<file path="src/rtl/mem_if_pkg.sv">
// Shared types and constants for the data-memory refill engine and its line buffer.
package mem_if_pkg;

  typedef enum logic [1:0] {
    IDLE  = 2'd0,
    READ  = 2'd1,
    WRITE = 2'd2,
    GAP   = 2'd3
  } state_t;

  localparam int unsigned BEATS           = 4;
  localparam int unsigned OFFSET_W        = 2;
  localparam int unsigned LINE_W          = 128;
  localparam int unsigned TIMEOUT_DEFAULT = 8;

  // The memory reports the final beat of a burst on this offset.
  function automatic logic is_last_beat(input logic [OFFSET_W-1:0] offset);
    return offset == OFFSET_W'(BEATS - 1);
  endfunction

endpackage

</file>
<file path="src/rtl/refill_line_buf.sv">
// Four-word line register file: offset-indexed writes, cleared by reset, flat read port.
module refill_line_buf
  import mem_if_pkg::*;
#(
  parameter int unsigned DATA_W = 32
) (
  input  logic                    clk,
  input  logic                    reset_n,
  input  logic                    we,
  input  logic [OFFSET_W-1:0]     offset,
  input  logic [DATA_W-1:0]       wdata,
  output logic [BEATS*DATA_W-1:0] line
);

  logic [DATA_W-1:0] words [BEATS];

  always_ff @(posedge clk or negedge reset_n) begin
    if (!reset_n) begin
      for (int i = 0; i < BEATS; i++) begin
        words[i] <= '0;
      end
    end else if (we) begin
      words[offset] <= wdata;
    end
  end

  // Word k lands at bits [DATA_W*k +: DATA_W].
  always_comb begin
    line = '0;
    for (int i = 0; i < BEATS; i++) begin
      line[i*DATA_W +: DATA_W] = words[i];
    end
  end

endmodule

</file>
<file path="src/rtl/mem_refill_ctrl.sv">
// Burst-port initiator for the cache FSM: 4-beat line refills and single-word
// write-throughs, with a mandatory idle gap and sticky protocol/timeout error.
module mem_refill_ctrl
  import mem_if_pkg::*;
#(
  parameter int unsigned ADDR_W  = 10,
  parameter int unsigned DATA_W  = 32,
  parameter int unsigned TIMEOUT = TIMEOUT_DEFAULT
) (
  input  logic                    clk,
  input  logic                    reset_n,
  input  logic                    req_valid,
  output logic                    req_ready,
  input  logic                    req_we,
  input  logic [ADDR_W-1:0]       req_addr,
  input  logic [DATA_W-1:0]       req_wdata,
  output logic                    dm_re,
  output logic                    dm_we,
  output logic [ADDR_W-1:0]       dm_addrs,
  output logic [DATA_W-1:0]       dm_wd,
  input  logic [DATA_W-1:0]       dm_rd_2cache,
  input  logic [OFFSET_W-1:0]     word_offset,
  input  logic                    ready,
  output logic [BEATS*DATA_W-1:0] line_data,
  output logic                    done,
  output logic                    busy,
  output logic                    err
);

  localparam int unsigned TIMER_W = $clog2(TIMEOUT + 1);

  state_t              state, state_nxt;
  logic [TIMER_W-1:0]  timer, timer_nxt;
  logic                req_ready_nxt;
  logic                dm_re_nxt, dm_we_nxt;
  logic [ADDR_W-1:0]   dm_addrs_nxt;
  logic [DATA_W-1:0]   dm_wd_nxt;
  logic                done_nxt, busy_nxt, err_nxt;
  logic                beat_we_c;
  logic                timeout_c;

  // Every edge spent in READ deposits the presented word at the memory's offset.
  assign beat_we_c = (state == READ);
  assign timeout_c = (timer == TIMER_W'(TIMEOUT - 1));

  always_comb begin
    state_nxt     = state;
    timer_nxt     = timer;
    req_ready_nxt = req_ready;
    dm_re_nxt     = dm_re;
    dm_we_nxt     = dm_we;
    dm_addrs_nxt  = dm_addrs;
    dm_wd_nxt     = dm_wd;
    done_nxt      = 1'b0;
    busy_nxt      = busy;
    err_nxt       = err;

    case (state)
      IDLE: begin
        if (req_valid && req_ready) begin
          req_ready_nxt = 1'b0;
          busy_nxt      = 1'b1;
          timer_nxt     = '0;
          dm_addrs_nxt  = req_addr;
          if (req_we) begin
            dm_we_nxt = 1'b1;
            dm_wd_nxt = req_wdata;
            state_nxt = WRITE;
          end else begin
            dm_re_nxt = 1'b1;
            state_nxt = READ;
          end
        end
      end

      READ, WRITE: begin
        timer_nxt = timer + TIMER_W'(1);
        if (ready) begin
          // Early completion is flagged but still honoured as the end of burst.
          if (!is_last_beat(word_offset)) begin
            err_nxt = 1'b1;
          end
          dm_re_nxt = 1'b0;
          dm_we_nxt = 1'b0;
          done_nxt  = 1'b1;
          state_nxt = GAP;
        end else if (timeout_c) begin
          err_nxt   = 1'b1;
          dm_re_nxt = 1'b0;
          dm_we_nxt = 1'b0;
          done_nxt  = 1'b1;
          state_nxt = GAP;
        end
      end

      GAP: begin
        // One dead cycle lets the memory's beat counter fall back to zero.
        busy_nxt      = 1'b0;
        req_ready_nxt = 1'b1;
        state_nxt     = IDLE;
      end

      default: begin
        state_nxt     = IDLE;
        req_ready_nxt = 1'b1;
        dm_re_nxt     = 1'b0;
        dm_we_nxt     = 1'b0;
        busy_nxt      = 1'b0;
      end
    endcase
  end

  always_ff @(posedge clk or negedge reset_n) begin
    if (!reset_n) begin
      state     <= IDLE;
      timer     <= '0;
      req_ready <= 1'b1;
      dm_re     <= 1'b0;
      dm_we     <= 1'b0;
      dm_addrs  <= '0;
      dm_wd     <= '0;
      done      <= 1'b0;
      busy      <= 1'b0;
      err       <= 1'b0;
    end else begin
      state     <= state_nxt;
      timer     <= timer_nxt;
      req_ready <= req_ready_nxt;
      dm_re     <= dm_re_nxt;
      dm_we     <= dm_we_nxt;
      dm_addrs  <= dm_addrs_nxt;
      dm_wd     <= dm_wd_nxt;
      done      <= done_nxt;
      busy      <= busy_nxt;
      err       <= err_nxt;
    end
  end

  refill_line_buf #(
    .DATA_W (DATA_W)
  ) u_line_buf (
    .clk     (clk),
    .reset_n (reset_n),
    .we      (beat_we_c),
    .offset  (word_offset),
    .wdata   (dm_rd_2cache),
    .line    (line_data)
  );

endmodule

</file>
<file path="config.mk">
export PLATFORM = sky130hd
export DESIGN_NAME = mem_refill_ctrl
export DESIGN_NICKNAME = d
export VERILOG_FILES = /design/src/rtl/mem_if_pkg.sv /design/src/rtl/refill_line_buf.sv /design/src/rtl/mem_refill_ctrl.sv
export SDC_FILE = /design/constraint.sdc
export NUM_CORES = 1
export LEC_CHECK = 0
export ABC_CLOCK_PERIOD_IN_PS = 2100
export CAP_MARGIN = 20
export CORE_UTILIZATION = 45
export CTS_CLUSTER_SIZE = 40
export DETAILED_ROUTE_END_ITERATION = 8
export HOLD_SLACK_MARGIN = 0.15
export PLACE_DENSITY = 0.85
export SLEW_MARGIN = 20
export SYNTH_ARGS = -nofsm -noshare
export SYNTH_HDL_FRONTEND = slang
export SYNTH_SLANG_ARGS = --single-unit
</file>
<file path="constraint.sdc">
create_clock -name clk -period 2.1 [get_ports clk]
set_input_delay 0.42 -clock clk [delete_from_list [all_inputs] [get_ports clk]]
set_output_delay 0.42 -clock clk [all_outputs]
set_load 0.005 [all_outputs]
</file>
* After elaboration in Yosys (flattened, before gate mapping)
Index checks and enable logic that the tools add are counted.
** Operators by class
- Equality and inequality tests :: 10
- Bitwise operators :: 1
- Reduce and logical (&&, ||, !) cells :: 15
- Magnitude comparators :: 2
- Add/subtract/negate cells :: 1
- Muxes and demuxes :: 28
** Operators with widths (count)
- 128-bit bitwise mux :: 1
- 32-bit demux with 2-bit select :: 1
- 32-bit two-way mux :: 1
- 1-bit two-way mux :: 14
- 2-bit two-way mux :: 4
- 2-bit != test, second input constant :: 4
- 1-bit case mux with 2 select lines :: 4
- 4-bit case mux with 2 select lines :: 1
- 2-bit AND reduction :: 4
- 4-bit AND reduction :: 2
- 2-bit == test, second input constant :: 3
- 2-bit case mux with 3 select lines :: 1
- 3-bit AND reduction :: 2
- 2-bit nonzero test :: 3
- 4-bit by 1-bit adder with 4-bit output, second input constant :: 1
- 4-bit by 3-bit == test with 1-bit output, second input constant :: 1
- 4-bit two-way mux :: 1
- 3-bit greater-or-equal comparator, second input constant :: 1
- 3-bit by 1-bit < comparator with 1-bit output, second input constant :: 1
- 3-bit != test, second input constant :: 1
- 2-bit inverter with 3-bit output :: 1
- 2-bit by 1-bit == test with 1-bit output, second input constant :: 1
- 1-bit logical AND :: 2
- 2-bit logical NOT :: 1
- 2-bit OR reduction :: 1
** Storage, ports and cells
- Bits in registers :: 182
- Logic and storage cells :: 71

* Longest topological paths before layout
- Word-level depth :: 6
- Mapped depth :: 7
- Depth with buffers taken out :: 6

* By module
From an unflattened synthesis, not the netlist that was laid out.
** Second synthesis, totals
- Cells, all modules :: 434
- Area, all modules :: 7121.8 µm²
** Modules (own cells, without submodules)
- refill_line_buf :: seq. area each 3203.1 µm², times used 1, area an instance 4744.6 µm², cells each 272
- mem_refill_ctrl :: seq. area each 1352.5 µm², times used 1, area an instance 2377.3 µm², cells each 162

* Least setup slack after synthesis
OpenSTA, ideal clock, no wires.
- Path type :: reg-to-reg
- Start :: register state[1]
- End :: register u_line_buf.words, in the netlist u_line_buf.line[10]
- Setup time :: 0.125 ns
- Cell stages (with the launch flop) :: 6
- Clock period less this slack :: 1.609 ns
- Arrival time :: 1.484 ns
- Setup slack :: 0.491 ns
- Data required time :: 1.975 ns
- Cells stage by stage :: dfrtp_1 inv_1 ha_1 nor3b_2 buf_4 mux2_2
** Between the ends
- Cells in the longest elaborated chain, start to end :: 1
** RTL lines
- start, declared :: RTL line mem_refill_ctrl.sv:32 : state_t state, state_nxt;
- start signal, assigned :: RTL line mem_refill_ctrl.sv:126 : state <= state_nxt;
- 2-bit by 1-bit == test with 1-bit output :: RTL line mem_refill_ctrl.sv:43 : assign beat_we_c = (state == READ);
- end signal, assigned by index :: RTL line refill_line_buf.sv:23 : words[offset] <= wdata;
- end, declared :: RTL line refill_line_buf.sv:15 : logic [DATA_W-1:0] words [BEATS];
No other way between the ends.
A chain may end at the register's enable or synchronous reset.

* Worst setup path after layout
- Start :: register req_ready
- End :: output req_ready
** RTL lines
- start, declared :: RTL line mem_refill_ctrl.sv:13 : output logic req_ready,
- start signal, assigned :: RTL line mem_refill_ctrl.sv:128 : req_ready <= req_ready_nxt;
No word-level cell between the ends.

==> results.cfg <==
[worst_setup_path]
crit_path_start = req_ready
reg2reg_to = u_line_buf.line[23]
startpoint_type = flop
worstSetupEndpointType = output port
cpLargestDelayFamily = flip-flops
reg2reg_from = state[1]
critPathMaxStageDelay_ns = 0.57
critPathSlowestCell = dfstp_2
path_cells = clkdlybuf4s50_1
endpoint = req_ready
r2r_slack_ns = 0.28
path_depth = 1
worst-path-max-fanout = 6
arrival_ns = 1.50
r2r_cells = 5
criticalPathCategory = flop to output port
worst-path-buf-inv = 1
cp.required_ns = 1.68

[yosys]
ys_seq_area_share_pct = 64.0
netlist_instances = 433
syn-cell-area_um2 = 7110
ys_types = 36
synth_nets = 518
ys_async_sr_fraction_pct = 100
synth.area.top_cells = dfrtp_1, mux2_2, mux2_4
synth_warnings = 0
ys_seq_elements = 182
synth-edff-count = 0
yosys.area.top_type_share_pct = 63.7
yosys.area.top_type = dfrtp_1
avgSynthCellArea_um2 = 16.4
yosys_most_used_dff = dfrtp_1

[clocking]
tritoncts = done
clock-root-buffer = clkbuf_16
ctsResizeCount = 0
cts_buffers = 17
clock-sinks = 182
cts.path.max_buffers = 2
clk_pin_slew_ns = 0.07
clock_latency_ns = 0.42
cts.htree.levels = 4

[power_and_ir_drop]
p_per_area_nw_per_um2 = 1540
leakage_nw = 4.65
switching_share_pct = 27.2
p_int_mw = 11.9
power.combinational.fraction_pct = 42.0
irDropWorstVdd_mv = 0.763
power_frac_clock_pct = 20.1
p_total_mw = 16.4
pwr-share-seq_pct = 37.9
power.net_switching_mw = 4.46

[timing]
hold_violations = 0
finalCritPeriodShare_pct = 91.4
relSlewSlack_pct = 61.9
setup_violations = 0
drv_slew = 0
final.setup_skew_ns = 0.00828
worstMarginPinSlew_ns = 0.572
rsz0062_at_grt = false
max_freq_ghz = 0.521
fin_setup_tns_ns = 0
post-route-min-period_ns = 1.92

[die]
rows = 45
pin_count = 257
dieWidth_um = 128
die_y_um = 128
core_um2 = 15300
start_util_pct = 46.5
die_area_um2 = 16300

[min_path]
hp-class = flop to flop

[route]
via_per_inst = 5.01
first_pass_iters = 4
top_layer = met5
dr.first_iter.drc_count = 192
wl_met3_um = 1210
wl_met1_um = 6990
avgRoutedWirePerCell_um = 18.0
ant_nets = 0
drc_errors = 0
dr_total_vias = 4651
wl_met2_um = 8290
routed_wl_um = 16700

[grt]
grt_usage_pct = 21.2
grt_pass1_wl_um = 26200
grt_max_degree = 59
grt_pass1_vias = 4862
gr-total-overflow = 0
antenna_found_initial = 0

[final_layout]
area_delta_synth_final_pct = 49.7
n_antenna_cell = 0
fin_util_pct = 69.6
most-common-layout-cells = clkdlybuf4s50_1, dfrtp_1, mux2_2, mux2_4, clkbuf_16
drive_gt1_share_pct = 31.1
final_common_cell = clkdlybuf4s50_1
fin_nets = 790

[placement]
gp_congestion = 0.799
dp_hpwl_um = 11900
io_buffers = 256

[outcome]
status = finished, final reports clean

[run]
maxCapViolations = 0
layer usage:
metal	vias to the layer above	GRT usage (%)
met5	-	0
met4	2	6.44
met3	12	6.18
met2	193	35.8
met1	2349	26.3
li1	2095	-
through the flow:
step           hold slack, ns  area [µm²]  cells  worst slack [ns]
5_1_grt                 0.514       10700    929             0.147
6_report                0.492       10700    929             0.181
3_5_place_dp            0.443       10000    896            0.0672
4_1_cts                 0.507       10700    929             0.156
2_1_floorplan           0.124        7110    433             0.491
3_3_place_gp            0.425       10000    896            0.0792
area by class of cell:
class	count	area (µm²)
fill	1051	4660
sequential	182	4560
timing repair buffer	272	2770
multi-input combinational	227	2430
clock buffer	20	447
tap	211	264
clock inverter	12	165
inverter	5	18.8
cell families (layout without fill, tap and decap cells):
| group | count (synthesis) | after routing | synth area share [%] |
|---|---|---|---|
| adder cells (fa/ha/maj) | 4 | 4 | 0.704 |
| buffers and inverters | 24 | 309 | 2.00 |
| multiplexers | 170 | 170 | 28.4 |
| AO/OA/AOI/OAI | 29 | 29 | 2.73 |
| flip-flops | 182 | 182 | 64.0 |
| AND/OR/NAND/NOR | 24 | 24 | 2.09 |
cell usage after synthesis, drive strengths merged, types with 2 or more instances:
library cell,count
ha,4
a31oi,3
nand3,3
inv,5
dfrtp,181
and2,3
nand2,7
a22o,2
o21ai,6
clkbuf,2
nor3b,3
o22ai,2
nor2,3
nand3b,2
mux2,170
buf,17
a21oi,7
sequential cells by signal, indices dropped and copies added (netlist names), 2 cells and up:
name,count
dm_addrs,10
timer,4
dm_wd,32
state,2
u_line_buf.line,128
power groups by stage:
stage | Combinational [mW] | Clock, mW | Sequential [mW]
2_1_floorplan | 2.49 | 0 | 6.30
3_3_place_gp | 6.73 | 0 | 6.15
3_5_place_dp | 6.92 | 0 | 6.27
4_1_cts | 6.96 | 3.35 | 6.23
5_1_grt | 7.34 | 3.48 | 6.44
6_report | 6.89 | 3.29 | 6.22
how the worst min path moves through the flow:
stage / from / endpoint / slack (ns) / depth (start not counted)
after floorplan: reset_n / busy / 0.12 / 0
after global placement: reset_n / u_line_buf.line[115] / 0.43 / 1
after detailed placement: reset_n / u_line_buf.line[20] / 0.44 / 1
after CTS: u_line_buf.line[40] / u_line_buf.line[40] / 0.51 / 1
after global routing: u_line_buf.line[93] / u_line_buf.line[93] / 0.51 / 1
final: err / err / 0.49 / 1
timing repair:
action,in CTS,in global routing
endpoints found under the hold margin,53,0
setup buffers,0,0
hold buffers,1,0
Power figures use the tool's default switching activity.
==> edit: new RTL, same flow settings <==
The 4 states of `state_t` get a one-hot encoding in 4 bits.
--- a/src/rtl/mem_if_pkg.sv
+++ b/src/rtl/mem_if_pkg.sv
@@ -1,11 +1,11 @@
 // Shared types and constants for the data-memory refill engine and its line buffer.
 package mem_if_pkg;
 
-  typedef enum logic [1:0] {
-    IDLE  = 2'd0,
-    READ  = 2'd1,
-    WRITE = 2'd2,
-    GAP   = 2'd3
+  typedef enum logic [3:0] {
+    IDLE  = 4'b0001,
+    READ  = 4'b0010,
+    WRITE = 4'b0100,
+    GAP   = 4'b1000
   } state_t;
 
   localparam int unsigned BEATS           = 4;
Formal check against the unedited RTL: same outputs for any inputs over 4 cycles, from zero or initial values and one cycle with reset_n low; so few cycles prove little.
==> edit against the unedited design <==
Cell area rose by 0.88%; power fell by 9.1%; final cell count rose by 0.22%; synthesized area fell by 0.12%; clock skew rose by 0.00081 ns; routed wire length rose by 4.2%; worst setup slack got worse by 0.10 ns; global-route usage rose by 0.55 points; sequential cell count rose by 2; critical path type is now flop to flop; critical endpoint is now dm_wd[22]$_DFFE_PN0P_; largest power group is now registers.
==> edit: results (changes against the unedited design) <==
- Detailed-route via count: 4643 (-0.17%)
- Filler cells: 1031 (-1.9%)
- Syn nets: 509 (-1.7%)
- Slew of the pin with the lowest slew margin: 0.582 ns (+0.0104 ns)
- CP Capture Type: flop
- Outcome: finished clean
- Largest net degree at the start of global routing: 53 (-10%)
- Reg2reg path depth: 6 (+1)
- #MultiIn Comb: 220 (-3.1%)
- Syn avg cell area: 16.6 um^2 (+1.3%)
- Final period util: 96.3% (+4.9 points)
- CLK BUF: 18 (-10%)
- Reg2Reg Setup Slack: 0.08 ns (-0.20 ns)
- Slowest Stage Delay on Critical Path: 0.53 ns (-0.04 ns)
- Placed cell area: 10100 um^2 (+1.0%)
- FF+latch count: 184 (+1.1%)
- Hold crit path type: flop to flop
- First-pass GRT wire length: 26900 um (+2.8%)
- H-tree levels: 4 (unchanged)
- Vias in the first global route: 4943 (+1.7%)
- Buffers outside the clock class: 282 (+3.7%)
- Synth cell count leaders: dfrtp_1 (182), mux2_2 (139), mux2_4 (30)
- Crit path launch: state[0]$_DFFE_PN1P_
- Clock network area share: 5.34% (-0.40 points)
- Number of DRC markers in iteration 0: 243 (+27%)
- Routed WL: 17400 um (+4.2%)
- Syn-to-layout area delta: 51.2%
- DP Worst Slack: 0.00418 ns (-0.0630 ns)
- Register area share after synthesis: 64.8% (+0.80 points)
- Sequential share of cell area: 42.9% (+0.10 points)
- Leak: 4.85 nW (+4.4%)
- Total track usage: 21.7% (+0.55 points)
- CTS buffer count: 17 (unchanged)
- Clock transition at path regs: 0.07 ns (about the same)
- Inverter count: 2 (-3)
- Critical Path Fanout Max: 34 (+28)
- DP Wirelength: 12500 um (+4.3%)
- Gpl congestion: 0.758 (-5.1%)
- Multi-input combinational cell area: 2390 um^2 (-1.6%)
- Non-clk buf share: 27.0% (+0.98 points)
- Placed insts: 897 (+0.11%)
- Crit path DAT: 2.33 ns (+0.83 ns)
- Reg-to-reg endpoint: dm_wd[22]$_DFFE_PN0P_
- Peak supply drop: 0.000647 V (-15%)
- DR WL/cell: 18.7 um (+4.0%)
- Top post-synthesis cells by area: dfrtp_1 (64%), mux2_2 (22%), mux2_4 (6.3%)
- Nets@finish: 789 (-0.13%)
- Clock skew: 0.00909 ns (+0.000805 ns)
[edit: changes by cell type in the layout (fill, tap and decap cells not counted), sizes merged, moves of 3 or more]
cell / before / now
nor2: 3 / 8
o21ai: 6 / 0
a21oi: 7 / 2
ha: 4 / 1
nand2: 7 / 4
xnor2: 0 / 3
buf: 16 / 25
[edit: cells by family (layout without fill, tap and decap cells)]
kind of cell,count (synthesis),after routing,synth area share (%)
AND/OR/NAND/NOR,30,30,2.48
buffers and inverters,23,316,1.85
AO/OA/AOI/OAI,15,15,1.60
flip-flops,184,184,64.8
XOR/XNOR,3,3,0.370
multiplexers,171,171,28.7
adder cells (fa/ha/maj),1,1,0.176
[edit: worst min-delay path by stage]
stage / start / endpoint / slack [ns] / cells past startpoint
floorplan: reset_n / busy$_DFFE_PN0P_ / 0.12 / 0
global placement: reset_n / u_line_buf.line[41]$_DFFE_PN0P_ / 0.41 / 1
detailed placement: reset_n / u_line_buf.line[9]$_DFFE_PN0P_ / 0.42 / 1
CTS: err$_DFFE_PN0P_ / err$_DFFE_PN0P_ / 0.47 / 1
global route: err$_DFFE_PN0P_ / err$_DFFE_PN0P_ / 0.48 / 1
finish: err$_DFFE_PN0P_ / err$_DFFE_PN0P_ / 0.47 / 1
[edit: power breakdown]
group	internal [W]	switching, W
logic	0.00411	0.00170
clock network	0.00170	0.00139
registers	0.00512	0.000886
[edit: worst max-delay path, delay by kind of cell, from the launching register on]
family	cells	cell delay (ns)
simple gates	3	0.64
flops	1	0.53
buf+inv	2	0.37
mux	1	0.36
[edit: routing by layer]
layer / vias up / routed length [um] / track usage (%)
met2: 200 / 9090 / 38.5
met3: 23 / 1270 / 6.80
met1: 2344 / 6730 / 24.8
met5: - / 6 / 0
met4: 2 / 286 / 7.68
li1: 2074 / - / -
